$ cat src/rtl/riscx_pkg.sv
// Shared RV32I opcode constants, immediate formats and opcode property helpers
// used by the decode/operand stage.
package riscx_pkg;

  localparam logic [6:0] OP     = 7'b0110011;
  localparam logic [6:0] OP_IMM = 7'b0010011;
  localparam logic [6:0] LOAD   = 7'b0000011;
  localparam logic [6:0] STORE  = 7'b0100011;
  localparam logic [6:0] BRANCH = 7'b1100011;
  localparam logic [6:0] JAL    = 7'b1101111;
  localparam logic [6:0] JALR   = 7'b1100111;
  localparam logic [6:0] LUI    = 7'b0110111;
  localparam logic [6:0] AUIPC  = 7'b0010111;

  typedef enum logic [2:0] {IMM_R, IMM_I, IMM_S, IMM_B, IMM_U, IMM_J} imm_t;

  function automatic imm_t imm_type(input logic [6:0] opc);
    case (opc)
      OP_IMM, LOAD, JALR: return IMM_I;
      STORE:              return IMM_S;
      BRANCH:             return IMM_B;
      LUI, AUIPC:         return IMM_U;
      JAL:                return IMM_J;
      default:            return IMM_R;
    endcase
  endfunction

  function automatic logic uses_rs1(input logic [6:0] opc);
    return (opc == OP) || (opc == OP_IMM) || (opc == LOAD) || (opc == STORE) ||
           (opc == BRANCH) || (opc == JALR);
  endfunction

  function automatic logic uses_rs2(input logic [6:0] opc);
    return (opc == OP) || (opc == STORE) || (opc == BRANCH);
  endfunction

  function automatic logic writes_rd(input logic [6:0] opc);
    return (opc == OP) || (opc == OP_IMM) || (opc == LOAD) || (opc == JAL) ||
           (opc == JALR) || (opc == LUI) || (opc == AUIPC);
  endfunction

endpackage

$ cat src/rtl/imm_gen.sv
// Combinational RV32I immediate extractor: builds the 32-bit signed immediate
// for the instruction's format and sign-extends it to XLEN.
module imm_gen
  import riscx_pkg::*;
#(
  parameter int XLEN = 32
) (
  input  logic [31:0]            instr,
  output logic signed [XLEN-1:0] imm
);

  logic signed [31:0] imm32;

  always_comb begin
    imm32 = '0;
    case (imm_type(instr[6:0]))
      IMM_I: imm32 = {{20{instr[31]}}, instr[31:20]};
      IMM_S: imm32 = {{20{instr[31]}}, instr[31:25], instr[11:7]};
      IMM_B: imm32 = {{19{instr[31]}}, instr[31], instr[7], instr[30:25], instr[11:8], 1'b0};
      IMM_U: imm32 = {instr[31:12], 12'b0};
      IMM_J: imm32 = {{11{instr[31]}}, instr[31], instr[19:12], instr[20], instr[30:21], 1'b0};
      default: imm32 = '0;
    endcase
  end

  assign imm = XLEN'(imm32);

endmodule

$ cat src/rtl/decode_operand_stage.sv
// RV32I decode/operand stage: decodes the fetched instruction into a registered
// ID/EX bundle, merges bank data with EX/MEM/WB forwarding, stalls on load-use.
module decode_operand_stage
  import riscx_pkg::*;
#(
  parameter int              XLEN     = 32,
  parameter int              REG_AW   = 5,
  parameter logic [XLEN-1:0] RESET_PC = '0
) (
  input  logic              clock,
  input  logic              reset_n,
  input  logic              in_valid,
  input  logic [31:0]       in_instr,
  input  logic [XLEN-1:0]   in_pc,
  output logic              in_ready,
  output logic [REG_AW-1:0] rf_rs1,
  output logic [REG_AW-1:0] rf_rs2,
  input  logic [XLEN-1:0]   rf_data1,
  input  logic [XLEN-1:0]   rf_data2,
  input  logic              fwd_ex_valid,
  input  logic [REG_AW-1:0] fwd_ex_rd,
  input  logic [XLEN-1:0]   fwd_ex_data,
  input  logic              fwd_mem_valid,
  input  logic [REG_AW-1:0] fwd_mem_rd,
  input  logic [XLEN-1:0]   fwd_mem_data,
  input  logic              fwd_wb_valid,
  input  logic [REG_AW-1:0] fwd_wb_rd,
  input  logic [XLEN-1:0]   fwd_wb_data,
  input  logic              flush,
  output logic              out_valid,
  output logic [XLEN-1:0]   out_pc,
  output logic [6:0]        out_opcode,
  output logic [2:0]        out_funct3,
  output logic              out_funct7b5,
  output logic [REG_AW-1:0] out_rd,
  output logic              out_reg_write,
  output logic              out_is_load,
  output logic [XLEN-1:0]   out_imm,
  output logic [XLEN-1:0]   out_op1,
  output logic [XLEN-1:0]   out_op2
);

  logic [6:0]             opc_p0;
  logic [REG_AW-1:0]      rs1_p0, rs2_p0, rd_p0;
  logic signed [XLEN-1:0] imm_p0;
  logic                   hz_p0, fire_p0, load_p0;
  logic [REG_AW-1:0]      rs1_p1, rs2_p1;

  function automatic logic [XLEN-1:0] fwd_sel(
    input logic [REG_AW-1:0] rs,
    input logic [XLEN-1:0]   bank
  );
    if (rs == '0)                                    return '0;
    else if (fwd_ex_valid  && (fwd_ex_rd  == rs))    return fwd_ex_data;
    else if (fwd_mem_valid && (fwd_mem_rd == rs))    return fwd_mem_data;
    else if (fwd_wb_valid  && (fwd_wb_rd  == rs))    return fwd_wb_data;
    else                                             return bank;
  endfunction

  assign opc_p0 = in_instr[6:0];
  assign rd_p0  = REG_AW'(in_instr[11:7]);
  // Unused sources are forced to x0 so they neither trip the hazard nor forward.
  assign rs1_p0 = uses_rs1(opc_p0) ? REG_AW'(in_instr[19:15]) : '0;
  assign rs2_p0 = uses_rs2(opc_p0) ? REG_AW'(in_instr[24:20]) : '0;
  assign rf_rs1 = rs1_p0;
  assign rf_rs2 = rs2_p0;

  imm_gen #(.XLEN(XLEN)) u_imm_gen (
    .instr (in_instr),
    .imm   (imm_p0)
  );

  assign hz_p0 = out_valid && out_is_load && (out_rd != '0) &&
                 ((rs1_p0 == out_rd) || (rs2_p0 == out_rd));

  // Flush drains wrong-path fetch, so it opens the stage even over a hazard.
  assign in_ready = reset_n && (flush || !hz_p0);
  assign fire_p0  = in_valid && in_ready;
  assign load_p0  = fire_p0 && !flush;

  // ---- ID/EX register boundary ----
  always_ff @(posedge clock or negedge reset_n) begin
    if (!reset_n) begin
      out_valid     <= 1'b0;
      out_pc        <= RESET_PC;
      out_opcode    <= '0;
      out_funct3    <= '0;
      out_funct7b5  <= 1'b0;
      out_rd        <= '0;
      out_reg_write <= 1'b0;
      out_is_load   <= 1'b0;
      out_imm       <= '0;
      rs1_p1        <= '0;
      rs2_p1        <= '0;
    end else begin
      out_valid <= load_p0;
      if (load_p0) begin
        out_pc        <= in_pc;
        out_opcode    <= opc_p0;
        out_funct3    <= in_instr[14:12];
        out_funct7b5  <= in_instr[30];
        out_rd        <= rd_p0;
        out_reg_write <= writes_rd(opc_p0) && (rd_p0 != '0);
        out_is_load   <= (opc_p0 == LOAD);
        out_imm       <= imm_p0;
        rs1_p1        <= rs1_p0;
        rs2_p1        <= rs2_p0;
      end
    end
  end

  assign out_op1 = fwd_sel(rs1_p1, rf_data1);
  assign out_op2 = fwd_sel(rs2_p1, rf_data2);

endmodule

$ cat config.mk
export PLATFORM = sky130hd
export DESIGN_NAME = decode_operand_stage
export DESIGN_NICKNAME = d
export VERILOG_FILES = /design/src/rtl/riscx_pkg.sv /design/src/rtl/imm_gen.sv /design/src/rtl/decode_operand_stage.sv
export SDC_FILE = /design/constraint.sdc
export NUM_CORES = 1
export LEC_CHECK = 0
export CAP_MARGIN = 40
export CORE_AREA = 2 2 157 159
export DETAILED_ROUTE_END_ITERATION = 8
export DIE_AREA = 0 0 159 161
export PLACE_DENSITY = 0.79
export SLEW_MARGIN = 0
export SYNTH_ARGS = -nofsm -noshare
export SYNTH_HDL_FRONTEND = slang
export SYNTH_HIERARCHICAL = 1
export SYNTH_SLANG_ARGS = --single-unit
$ cat constraint.sdc
create_clock -name clock -period 3.1 [get_ports clock]
set_input_delay 0.62 -clock clock [delete_from_list [all_inputs] [get_ports clock]]
set_output_delay 0.62 -clock clock [all_outputs]
set_load 0.005 [all_outputs]
==> impl_metrics.tcl, run 1 <==
set metrics [dict create \
    core_sq_mm 0.0240 \
    switching_share_pct 30.6 \
    root_buffer "clkbuf_16" \
    numCtsBuffers 9 \
    clk_pin_slew_ps 80 \
    max_slew_margin_pct 54.4 \
    grt_max_degree 42 \
    fmax_ghz 0.325 \
    pwr-share-clk_pct 26.0 \
    combPwrFrac_pct 39.3 \
    ys_types 51 \
    routabilityCongestion 0.986 \
    period_minus_slack_ps 3070 \
    synth_ff_type "dfrtp_1" \
    drv_cap 0 \
    cts_tree "done" \
    syn_to_final_growth_pct 92.2 \
    dieWidth_um 159 \
    fin_setup_tns_ps 0 \
    row_count 57 \
    dp_cells 1608 \
    power_frac_seq_pct 34.6 \
    vias 9456 \
    wl_mm 39.3 \
    max_stage_delay_ps 500 \
    setup_viol_count_final 0 \
    first_iter_violations 785 \
    status "complete, no violations" \
    rsz0062_at_grt "yes" \
    syn-num-nets 1090 \
    p_int_mw 2.95 \
    clock_latency_ps 350 \
    viasPerCell 5.67 \
    worstMarginPinSlew_ps 682 \
    drc_errors 0 \
    fin_cells 1667 \
    power_mw 4.25 \
    gr-usage-all-layers_pct 28.9 \
    critPathLaunchType "primary input" \
    ys_seq_area_share_pct 31.2 \
    netlist.area_leader.share_pct 31.2 \
    overflow 0 \
    power_density_mw_per_mm2 297 \
    fin_skew_ps 17.2 \
    hold_violations 0 \
    nets 1578 \
    htreeDepth 3 \
    drt-pass1-iter-count 6 \
    post_route_cells_drive_above_1_share_pct 32.8 \
    wl_per_cell_um 23.6 \
    hpwl_mm 29.5 \
    antenna_found_initial 7 \
    min_path_type "primary input to async pin" \
    first_global_vias 9659 \
    fp.dieArea_sq_mm 0.0256 \
    syn_area_sq_mm 0.00746 \
    yosys_warnings 6 \
    portBuffers 403 \
    ys_ff_latch 93 \
    cts.path.max_buffers 2 \
    cp.required_ps 2480 \
    cellLeakagePower_nw 6.08 \
    cts_sinks 93 \
    die_y_um 161 \
    async_flop_share_pct 100 \
    drtAntennaViolNets 0 \
    crit_fanout 7 \
    crit_slowest_cell "clkdlybuf4s50_1" \
    power.switching_mw 1.30 \
    synthCells 844 \
    crit_chain "clkdlybuf4s50_1 -> nand2_2 -> or2_4 -> buf_12 -> buf_4 -> a311oi_4 -> a21oi_1 -> nor2_1 -> clkdlybuf4s15_2" \
    vdd_ir_drop_max_mv 0.360 \
    crit_type "primary input to output port" \
    initial_core_util_pct 31.1 \
    synth_edf_count 0 \
    netlist_top_cells_area "dfrtp_1 (31%), mux2_4 (14%), a311oi_1 (7.5%), nor3_1 (4.8%), a21oi_1 (4.7%)" \
    yosysTopAreaCell "dfrtp_1" \
    grt_pass1_wl_mm 57.3 \
    maxSlewViolCount 0 \
    fin_crit_sh_pct 99.2 \
    worstSetupEndpointType "output port" \
    boundaryPins 404 \
    postSynthAreaPerCell_sq_um 8.83 \
    arrival_ps 2450 \
]
==> area by class of cell <==
type	count	area (sq um)
diodes	6	15.0
clock buffers	9	225
clock inverters	7	77.6
fillers	2010	9630
inverters	7	26.3
multi-input cells	658	5480
flip-flops and latches	93	2340
well taps	324	405
repair buffers	563	5770
==> metrics by stage <==
step / hold WS (ps) / setup slack, ps / utilization (%) / cell area, sq um
6_report: 140 / 26.3 / 59.8 / 14300
3_5_place_dp: 491 / -609 / 53.2 / 12700
3_3_place_gp: 489 / -585 / 53.0 / 12700
5_1_grt: 143 / -99.4 / 59.8 / 14300
2_1_floorplan: 324 / 512 / - / 7460
4_1_cts: 135 / -25.0 / 57.8 / 13900
==> placed cells by master (no fill, tap or decap), drive strengths merged, types with 39 or more instances in the layout <==
| master | n |
|---|---|
| clkdlybuf4s50 | 314 |
| buf | 163 |
| dfrtp | 93 |
| mux2 | 92 |
| nor2 | 78 |
| nor3 | 71 |
| a21oi | 70 |
| o21ai | 68 |
| nand3 | 67 |
| a311oi | 64 |
| dlygate4sd2 | 39 |
==> timing repair <==
action                     4_1_cts  5_1_grt
resized for setup              244      140
hold buffers                     0        0
setup endpoints to repair       74       79
cloned                           6        4
setup buffers                   24       10
pin swaps                       31       31
==> logic make-up after synthesis <==
kind of cell           after synthesis  share of synthesized area (%)
XOR/XNOR                            36                           4.23
flip-flops                          93                           31.2
multiplexers                        92                           17.4
AND/OR/NAND/NOR                    282                           19.3
AO/OA/AOI/OAI                      248                           21.9
buffers and inverters               93                           5.97
==> per-layer routing <==
layer / routed length (um) / vias up / track usage (%)
li1: - / 4159 / -
met1: 13700 / 4549 / 30.9
met2: 19700 / 609 / 52.7
met3: 3690 / 137 / 7.73
met4: 2290 / 2 / 14.6
met5: 13 / - / 0
==> worst max-delay path: cells and delay by family <==
kind | cells | cell delay (ps)
and+or+nand+nor | 3 | 490
AOI/OAI and AO/OA | 2 | 320
buffers and inverters | 4 | 1030
==> cell usage after synthesis, types with 3 or more instances <==
cell type  instances
a211oi_1           4
a21o_1            20
a21oi_1           70
a22o_1             4
a311oi_1          64
a31oi_1            5
and2_1            17
buf_1              4
buf_2              8
buf_8              7
clkbuf_1          66
dfrtp_1           93
inv_1              7
mux2_2            23
mux2_4            69
nand2_1           12
nand3_1           67
nand4_1            5
nor2_1            78
nor3_1            71
nor4_1             4
nor4bb_1           4
o21ai_0           68
o32ai_1            4
or4_1              3
xnor2_1           28
xor2_1             8
==> final timing paths <==
kind | start | depth (start not counted) | to | slack, ps
setup / recovery | fwd_mem_valid | 9 | out_op1[23] | 30
hold / removal | reset_n | 1 | out_opcode[1] | 140
setup reg to reg | out_rd[0] | 11 | out_funct3[2] | 390
hold reg to reg | out_imm[19] | 1 | out_imm[19] | 510
max in group asynchronous | reset_n | 3 | out_imm[13] | 1920
min in group clock | out_imm[19] | 1 | out_imm[19] | 510
==> power groups by stage <==
stage,clock [mW],combinational [mW],sequential (mW)
after CTS,1.13,1.60,1.47
after global routing,1.18,1.76,1.49
final,1.11,1.67,1.47
after detailed placement,0,1.55,1.48
after floorplan,0,0.551,1.46
after global placement,0,1.54,1.48
==> registers in the layout, indices dropped and copies added, names as in the netlist <==
signal         count
out_funct7b5       1
rs2_p1             5
out_valid          1
out_imm           32
out_rd             5
out_pc            32
out_funct3         3
out_reg_write      1
rs1_p1             5
out_opcode         7
out_is_load        1
Note: power is estimated with default switching activity, not from simulation.
==> run 2: changes to the inputs <==
--- a/config.mk
+++ b/config.mk
@@ -9,6 +9,7 @@
 export CORE_AREA = 2 2 157 159
 export DETAILED_ROUTE_END_ITERATION = 8
 export DIE_AREA = 0 0 159 161
+export HOLD_SLACK_MARGIN = 0.02
 export PLACE_DENSITY = 0.79
 export SLEW_MARGIN = 0
 export SYNTH_ARGS = -nofsm -noshare
==> results of run 2 <==
The final DEF is identical to that of run 1; final timing and power are the same.
